**src/rtl/sum_window_pkg.sv**
```systemverilog
// sum_window_pkg: shared state encoding, default sizes and accumulator width helper
package sum_window_pkg;

    typedef enum logic {ACCUM, HOLD} state_t;

    localparam int DEF_IN_W  = 5;
    localparam int DEF_LOG2N = 2;

    // Accumulator must hold N full-scale samples without overflow.
    function automatic int acc_width(input int in_w, input int log2n);
        return in_w + log2n;
    endfunction

endpackage

```
**src/rtl/sum_window_lane.sv**
```systemverilog
// sum_window_lane: one accumulator lane (running sum, window total, window average)
// Ports: clk, reset_b (sync, active-low), clear (flush acc), take (sample accepted),
//        last (accepted sample closes the window), sum (incoming sample),
//        tot (window total), avg (window average).
// ACC_ROUND_EN defined: average rounds half up; otherwise it truncates.
module sum_window_lane import sum_window_pkg::*; #(
    parameter  int IN_W  = DEF_IN_W,
    parameter  int LOG2N = DEF_LOG2N,
    localparam int ACC_W = acc_width(IN_W, LOG2N)
) (
    input  logic             clk,
    input  logic             reset_b,
    input  logic             clear,
    input  logic             take,
    input  logic             last,
    input  logic [IN_W-1:0]  sum,
    output logic [ACC_W-1:0] tot,
    output logic [IN_W-1:0]  avg
);

    logic [ACC_W-1:0] acc, fin, rnd;

    // Total including the sample arriving this cycle, so the final sample lands directly in tot.
    assign fin = acc + {{LOG2N{1'b0}}, sum};

`ifdef ACC_ROUND_EN
    // Cannot overflow: N*(2**IN_W-1) + N/2 < N*2**IN_W.
    assign rnd = fin + ACC_W'(1 << (LOG2N - 1));
`else
    assign rnd = fin;
`endif

    always_ff @(posedge clk) begin
        if (!reset_b) begin
            acc <= '0;
            tot <= '0;
            avg <= '0;
        end else if (clear) begin
            acc <= '0;
        end else if (take) begin
            acc <= last ? '0 : fin;
            if (last) begin
                tot <= fin;
                avg <= rnd[ACC_W-1:LOG2N];
            end
        end
    end

endmodule

```
**src/rtl/sum_window_avg.sv**
```systemverilog
// sum_window_avg: windows 2**LOG2N samples of two sums and emits totals/averages via valid/ready
// Ports: clk, reset_b (sync, active-low), clear (sync window flush),
//        in_valid/in_ready + sum1/sum2 (sample input), out_valid/out_ready (result handshake),
//        tot1/tot2 (window totals), avg1/avg2 (window averages), cnt (samples in current window).
// ACC_ROUND_EN defined: averages round half up; otherwise they truncate.
module sum_window_avg import sum_window_pkg::*; #(
    parameter  int IN_W  = DEF_IN_W,
    parameter  int LOG2N = DEF_LOG2N,
    localparam int ACC_W = acc_width(IN_W, LOG2N)
) (
    input  logic             clk,
    input  logic             reset_b,
    input  logic             clear,
    input  logic             in_valid,
    output logic             in_ready,
    input  logic [IN_W-1:0]  sum1,
    input  logic [IN_W-1:0]  sum2,
    output logic             out_valid,
    input  logic             out_ready,
    output logic [ACC_W-1:0] tot1,
    output logic [ACC_W-1:0] tot2,
    output logic [IN_W-1:0]  avg1,
    output logic [IN_W-1:0]  avg2,
    output logic [LOG2N-1:0] cnt
);

    state_t state, state_nx;
    logic   take, last;

    // clear wins over a simultaneous sample, which is then dropped.
    assign take = in_valid & in_ready & ~clear;
    assign last = take & (cnt == {LOG2N{1'b1}});

    always_ff @(posedge clk) begin
        if (!reset_b) begin
            state <= ACCUM;
            cnt   <= '0;
        end else begin
            state <= state_nx;
            if (clear)
                cnt <= '0;
            else if (take)
                cnt <= cnt + 1'b1;
        end
    end

    // A sample taken while the result leaves HOLD starts the next window (cnt is 0 there).
    always_comb begin
        state_nx = state;
        if (state == ACCUM)
            state_nx = last ? HOLD : ACCUM;
        else
            state_nx = out_ready ? ACCUM : HOLD;
    end

    always_comb begin
        out_valid = state == HOLD;
        in_ready  = (state == ACCUM) ? 1'b1 : out_ready;
    end

    sum_window_lane #(.IN_W(IN_W), .LOG2N(LOG2N)) lane1 (
        .clk(clk), .reset_b(reset_b), .clear(clear), .take(take), .last(last),
        .sum(sum1), .tot(tot1), .avg(avg1)
    );

    sum_window_lane #(.IN_W(IN_W), .LOG2N(LOG2N)) lane2 (
        .clk(clk), .reset_b(reset_b), .clear(clear), .take(take), .last(last),
        .sum(sum2), .tot(tot2), .avg(avg2)
    );

endmodule

```
**config.mk**
```make
export PLATFORM = sky130hd
export DESIGN_NAME = sum_window_avg
export DESIGN_NICKNAME = d
export VERILOG_FILES = /design/src/rtl/sum_window_pkg.sv /design/src/rtl/sum_window_lane.sv /design/src/rtl/sum_window_avg.sv
export SDC_FILE = /design/constraint.sdc
export NUM_CORES = 1
export LEC_CHECK = 0
export BUFFER_PORTS_ARGS = -buffer_cell sky130_fd_sc_hd__buf_4
export CAP_MARGIN = 30
export CORE_AREA = 8 8 70 72
export DETAILED_ROUTE_END_ITERATION = 12
export DIE_AREA = 0 0 78 80
export GPL_ROUTABILITY_DRIVEN = 0
export GPL_TIMING_DRIVEN = 0
export HOLD_SLACK_MARGIN = 0.12
export PLACE_DENSITY = 0.74
export REMOVE_ABC_BUFFERS = 1
export SYNTH_ARGS = -nofsm -noshare
export SYNTH_HDL_FRONTEND = slang
export SYNTH_HIERARCHICAL = 1
export SYNTH_SLANG_ARGS = --single-unit
export TNS_END_PERCENT = 5
```
**constraint.sdc**
```tcl
create_clock -name clk -period 5.25 [get_ports clk]
set_input_delay 0 -clock clk [delete_from_list [all_inputs] [get_ports clk]]
set_output_delay 0 -clock clk [all_outputs]
set_load 0.1 [all_outputs]
```
Word-level counts from Yosys, hierarchy flattened

Index checks and enable logic that the tools add are counted.

Logic and storage cells: 25
Output and inout port bits: 28
Bits of input ports: 15
Register bits after elaboration: 41

Add/sub/neg operators: 3
Reduce and logical (&&, ||, !) cells: 2
Equal/unequal tests: 1
Multiplexer cells: 6
Bitwise operators: 5

Operators with widths:

| operator                                                      | count |
|---|---|
| 7-bit by 5-bit adder with 7-bit output                        | 2 |
| 7-bit 2-to-1 mux                                              | 2 |
| 1-bit 2-to-1 mux                                              | 4 |
| 1-bit AND                                                     | 3 |
| 3-bit AND reduction                                           | 1 |
| 2-bit by 1-bit adder with 2-bit output, second input constant | 1 |
| 2-bit == test, second input constant                          | 1 |
| 1-bit inverter                                                | 2 |
| 2-bit OR reduction                                            | 1 |

Logic depth before layout (Yosys ltp)

Gate-level depths: netlist (run 1).

Depth after elaboration: 6
Mapped depth: 8
Gate-level depth less buffers: 7

By module

Netlist (run 1), hierarchy kept.

Modules (own cells, without submodules):

| module          | seq. area each (um^2) | instances | area each (um^2) | cells an instance |
|---|---|---|---|---|
| sum_window_lane | 280.3                 | 2         | 844.6            | 98 |
| sum_window_avg  | 60.1                  | 1         | 163.9            | 18 |

Worst setup path after synthesis (run 1)

Ideal clock, no wire load.

Path kind: reg-to-reg
Start: register state (netlist: out_valid)
End: register lane1.tot[4]
Arrival time: 2746 ps
Period minus slack after synthesis: 2869 ps
Buffers on the path: 1
Slack: 2381 ps
Stages on the path, launching flop included: 8
Library setup time: 123 ps
Path through: dfxtp_1 > nor2b_4 > nor2_1 > and2_1 > inv_1 > or3_1 > clkbuf_2 > a311o_2

Word-level cells in the longest chain between the ends: 5

Ends and longest elaborated chain:

| element                       | line                  | text |
|---|---|---|
| start, declared               | sum_window_avg.sv:27  | `state_t state, state_nx;` |
| start signal, assigned        | sum_window_avg.sv:39  | `state <= state_nx;` |
| 1-bit 2-to-1 mux              | sum_window_avg.sv:58  | `in_ready = (state == ACCUM) ? 1'b1 : out_ready;` |
| 1-bit AND (2 in a row)        | sum_window_avg.sv:31  | `assign take = in_valid & in_ready & ~clear;` |
| via take                      | sum_window_avg.sv:28  | `logic take, last;` |
| 1-bit AND                     | sum_window_avg.sv:32  | `assign last = take & (cnt == {LOG2N{1'b1}});` |
| via last                      | sum_window_avg.sv:28  |  |
| 3-bit AND reduction (no line) | -                     |  |
| end signal, assigned          | sum_window_lane.sv:43 | `tot <= fin;` |
| end, declared                 | sum_window_lane.sv:17 | `output logic [ACC_W-1:0] tot,` |

The timed path passes the listed nets, and every way through them passes these cells.
A chain may end at the register's enable or synchronous reset.

Worst setup path in the final report (run 1)

Start: input port clear
End: register lane1.tot[4]

Word-level cells in the longest chain between the ends: 4

Ends and longest elaborated chain:

| element                       | line                 | text |
|---|---|---|
| start, declared               | sum_window_avg.sv:13 | `input logic clear,` |
| 1-bit inverter (no line)      | -                    |  |
| 1-bit AND                     | sum_window_avg.sv:31 |  |
| via take                      | sum_window_avg.sv:28 |  |
| 1-bit AND                     | sum_window_avg.sv:32 |  |
| via last                      | sum_window_avg.sv:28 |  |
| 3-bit AND reduction (no line) | -                    |  |

The timed path passes the listed nets, and every way through them passes these cells.

==> results of run 1 <==
[worst reg2reg max path, delay by kind of cell, from the launching register on]
| family | cells | cell delay [ps] |
|---|---|---|
| AND/OR/NAND/NOR | 5 | 2190 |
| flip-flops | 1 | 330 |
| AO/OA/AOI/OAI | 1 | 160 |
| buffers and inverters | 1 | 150 |
[final cells by class]
class                      count  share of cell area, %
inverter                       5                  0.819
clock buffer                   8                   4.37
timing repair buffer          48                   16.4
tap                           50                   2.73
multi-input combinational    162                   48.6
sequential                    31                   27.1
[layer usage]
metal,wire [um],GRT usage (%),vias up
li1,-,-,858
met1,2020,16.4,733
met2,1940,23.9,53
met3,282,4.17,4
met4,45,5.56,0
met5,0,0,-
[state kept, by name, indices dropped and copies added, names as in the netlist]
name / cells
lane2/tot: 7
lane1/acc: 7
lane2/acc: 7
cnt: 2
out_valid: 1
lane1/tot: 7
[repair_timing]
action,CTS,global route
setup endpoints to repair,0,0
hold buffers,6,0
hold endpoints to repair,6,0
[logic make-up after synthesis]
family	count (synthesis)
AO/OA/AOI/OAI	51
buffers and inverters	21
multiplexers	1
AND/OR/NAND/NOR	93
flip-flops	31
adder cells (fa/ha/maj)	13
XOR/XNOR	4
[power by group through the flow]
stage | registers, W | clock network [W] | logic [W]
2_1_floorplan | 0.000246 | 0 | 0.0000297
3_3_place_gp | 0.000244 | 0 | 0.0000517
3_5_place_dp | 0.000244 | 0 | 0.0000523
4_1_cts | 0.000239 | 0.000207 | 0.0000552
5_1_grt | 0.000239 | 0.000217 | 0.0000617
6_report | 0.000239 | 0.000204 | 0.0000552
[stage by stage]
step / area, um^2 / utilization [%] / instances / total power [W] / hold WS [ps]
2_1_floorplan: 1750 / - / 198 / 0.000276 / 118
4_1_cts: 2290 / 59.4 / 304 / 0.000501 / 129
5_1_grt: 2290 / 59.4 / 304 / 0.000518 / 174
3_3_place_gp: 2130 / 55.3 / 290 / 0.000296 / 352
6_report: 2290 / 59.4 / 304 / 0.000498 / 120
3_5_place_dp: 2130 / 55.3 / 290 / 0.000297 / 354
[layout by cell type (no fill, tap or decap), drive strengths merged, types with 2 or more instances in the layout]
cell type	n
nand2	26
a21boi	5
o31ai	2
a311o	2
o211a	2
a21bo	2
nand3	12
nor4b	2
a21oi	12
nand2b	3
buf	42
a21o	2
o31a	2
and3	2
nor3	8
a211o	2
a22oi	4
clkbuf	8
dlygate4sd3	6
or3	5
inv	5
or2b	2
o21a	3
nand4	2
fa	2
xnor2	4
o2111ai	2
nand4b	4
nor2	11
nor2b	6
nor4	2
ha	11
dfxtp	31
o211ai	4
o21ai	3
nand3b	4
and4	2
o32ai	4
[final timing paths]
check	from	endpoint	slack, ps	depth (start not counted)
setup / recovery	clear	lane1/tot[4]	2220	9
hold / removal	sum2[0]	lane2/acc[0]	120	4
setup reg to reg	out_valid	lane1/tot[4]	2360	7
hold reg to reg	lane1/tot[1]	lane1/tot[1]	460	2
==> results.toml, run 1 <==
[global_routing]
grt_usage_pct = 14.1
grt_pass1_vias = 1566
antenna_found_initial = 0
overflow = 0
grt_max_degree = 33
grt_pass1_wl_um = 7190

[placement]
place_hpwl_um = 3090
pre_cts_slack_ps = 2400
io_buffers = 42

[synth]
synth_simple_gate_area_share_pct = 27.7
synth_compound_area_share_pct = 20.4
synth_most_common_cell = "dfxtp_1"
synth_fa_ha_area_share_pct = 9.59
synth_area_um2 = 1850
synth.cells.most_frequent = "dfxtp_1 (31), nand2_1 (26), a21oi_1 (12), nand3_1 (12)"
ys_warn_count = 6
synthCells = 214
muxShareOfSynthArea_pct = 0.540
synth_top_area_share_pct = 33.5
synth_top_family_by_area = "simple AND/OR/NAND/NOR gates"
ys_ff_latch = 31
ys_top_cells_by_area = "dfxtp_1 (33%), ha_1 (7.4%), nand2_1 (5.3%)"
synth-edff-count = 0
postSynthAreaPerCell_um2 = 8.66
synth-xor-area-share_pct = 1.89
yosysSeqAreaShare_pct = 33.5
yosysTopAreaCell = "dfxtp_1"
synthArstFlopShare_pct = 0
synth-main-ff-cell = "dfxtp_1"
synth_cell_type_count = 46

[sta]
relSlewSlack_pct = 41.0
fin_crit_ps = 3030
finalSetupTns_ps = 0
fmax_ghz = 0.330
skew_ps = 3.06
rsz0062_at_grt = "no"
hold_viol = 0
fin_crit_sh_pct = 57.8
worst_slack_ps = 2220
report.final.slew_viol_count = 0
setup_viol = 0
tightest_slew_ps = 882

[die]
die_width_um = 78
die_area_um2 = 6240
io_pins = 43
start_util_pct = 48.1
dieHeight_um = 80
coreArea_um2 = 3860
rows = 23

[clocking]
cts_tree = "done"
post_cts_buffers = 0
cts_made_buffers = 5
cts.repair.resized = 0
cts.path.max_buffers = 2
clk_pin_slew_ps = 60
cts_sinks = 31
cts-root-buf = "clkbuf_8"
htree_num_levels = 2
clock_latency_ps = 280

[cells_and_area]
nFillCells = 381
nets = 281
diodes = 0
multi_input_area_um2 = 1110
area_growth_pct = 23.6
regArea_um2 = 621
drive_gt1_share_pct = 24.4

[detailed_routing]
routedWlPerCell_um = 14.1
ant_nets = 0
drt_iter0_markers = 95
dr.pass1.iters = 4
routed_wirelength_um = 4290
drc = 0
vias = 1648
via_per_inst = 5.42

[critical_path]
crit_arrival_ps = 3260
critical_path_class = "in2reg"
crit_buf_inv = 3
critPathRequiredTime_ps = 5480
cpMaxStageDelayCell = "nor2_1"
crit_path_cell_trace = "dlygate4sd3_1 -> buf_4 -> nand2b_1 -> nor2_1 -> and2_1 -> inv_1 -> or3_1 -> nor4b_1 -> a311o_2"
worstSetupEndpointType = "flop"
cp_top_family = "simple AND/OR/NAND/NOR gates"
max_stage_delay_ps = 680
start_kind = "input pin"
crit_fanout = 12

[power]
power.share.clock_pct = 40.9
combinationalPowerShare_pct = 11.1
vdd_drop_max_uv = 158
net-switching-power_w = 0.000118
seq_power_share_pct = 48.0
power_density_nw_per_um2 = 218
p_sw_share_pct = 23.6
p_leak_nw = 0.947
p_int_w = 0.000381

[min_path]
holdCritPathClass = "in2reg"

[run]
maxCapViolations = 0

[run_status]
status = "completed"
Note: power is estimated with default switching activity, not from simulation.
==> run 2, diff against run 1 <==
==> constraint.sdc (replaced) <==
create_clock -name clk -period 2.8 [get_ports clk]
set_input_delay 0 -clock clk [delete_from_list [all_inputs] [get_ports clk]]
set_output_delay 0 -clock clk [all_outputs]
set_load 0.1 [all_outputs]
==> results.toml, run 2 (synthesis results as in run 1) <==
[clocking]
cts_tree = "done"
cts_sinks = 31
cts_made_buffers = 5
clock_latency_ps = 280
cts-root-buf = "clkbuf_8"
clk_pin_slew_ps = 60
cts.path.max_buffers = 2
htree_num_levels = 2

[run_status]
status = "completed"

[detailed_routing]
drc = 0
routedWlPerCell_um = 14.1
routed_wirelength_um = 4290
dr.pass1.iters = 4
via_per_inst = 5.40
vias = 1635
ant_nets = 0
drt_iter0_markers = 130

[power]
power_density_nw_per_um2 = 407
p_leak_nw = 0.950
p_total_w = 0.000936
vdd_drop_max_uv = 278

[sta]
fin_crit_sh_pct = 88.9
report.final.slew_viol_count = 0
relSlewSlack_pct = 54.1
skew_ps = 2.83
tightest_slew_ps = 685
hold_viol = 0
rsz0062_at_grt = "no"
fin_crit_ps = 2490
whs_ps = 120
fmax_ghz = 0.402
setup_viol = 0

[die]
start_util_pct = 48.1
die_area_um2 = 6240
rows = 23
coreArea_um2 = 3860
die_width_um = 78
io_pins = 43
dieHeight_um = 80

[global_routing]
grt_pass1_wl_um = 7130
grt_usage_pct = 14.0
grt_pass1_vias = 1554
overflow = 0
antenna_found_initial = 0
grt_max_degree = 33

[critical_path]
critPathRequiredTime_ps = 3030
crit_fanout = 12
start_kind = "input pin"
worstSetupEndpointType = "flop"
critical_path_class = "in2reg"
crit_arrival_ps = 2720

[cells_and_area]
drive_gt1_share_pct = 25.3
nets = 280
area_growth_pct = 23.9
most-common-layout-cells = "buf_4 (42), dfxtp_1 (31), nand2_1 (26), a21oi_1 (12), nand3_1 (12)"
final_common_cell = "buf_4"
diodes = 0

[min_path]
holdCritPathClass = "in2reg"

[placement]
io_buffers = 42
place_hpwl_um = 3090

[run]
maxCapViolations = 0
-- run 2: cell count changes in the layout (fill, tap and decap cells not counted) --
cell,delta
dlygate4sd3_1,-1
nor2_1,-1
and2_2,+1
nor2_4,+1
nor3_2,-1
nor3_4,+1
and2_1,-1
-- run 2: power breakdown --
| part | switching (W) | internal (W) | leakage [nW] |
|---|---|---|---|
| combinational | 0.0000602 | 0.0000439 | 0.648 |
| clock | 0.000159 | 0.000224 | 0.0515 |
| sequential | 0.00000306 | 0.000445 | 0.250 |
-- run 2: area by class of cell --
cell class / instances / area, um^2
Fill cell: 379 / 1560
Multi-Input combinational cell: 162 / 1130
Sequential cell: 31 / 621
Timing Repair Buffer: 47 / 365
Clock buffer: 8 / 100
Tap cell: 50 / 62.6
Inverter: 5 / 18.8
-- run 2: routing by layer --
layer | routed length (um) | global-route usage, % | share of wire [%]
met1 | 2000 | 16.3 | 47
met2 | 1940 | 23.6 | 45
met3 | 301 | 4.17 | 7.0
met4 | 44 | 5.56 | 1.0
met5 | 0 | 0 | 0
-- run 2: path summary, 6_finish.rpt --
path	start	end	slack (ps)	cells past startpoint
setup / recovery	clear	lane1/tot[4]	310	9
setup reg to reg	out_valid	lane1/tot[4]	480	7
hold reg to reg	lane1/tot[1]	lane1/tot[1]	460	2
hold / removal	sum2[0]	lane2/acc[0]	120	4
-- run 2: stage by stage --
stage               setup slack, ps  cells  instance area (um^2)  setup TNS, ps  utilization [%]
detailed placement            -46.3    290                  2130           -169             55.3
finish                          311    303                  2300              0             59.5
global placement              -7.28    290                  2130          -7.28             55.3
global route                    187    303                  2300              0             59.5
CTS                            48.5    303                  2280              0             59.2
floorplan                     -40.7    198                  1750           -153                -
-- run 2: worst max-delay path: stages --
cell and delay, ps:
dlygate4sd3_1 540, buf_4 170, nand2b_1 210, nor2_4 300
and2_2 360, inv_1 130, or3_1 500, nor4b_1 340
a311o_2 160
-- run 2: what timing repair did --
action / 4_1_cts / 5_1_grt
pin swaps: 0 / 0
hold buffers: 5 / 0
buffers inserted: 0 / 0
endpoints found under the setup margin: 6 / 14
gates resized for setup: 1 / 3
hold endpoints to repair: 6 / 0
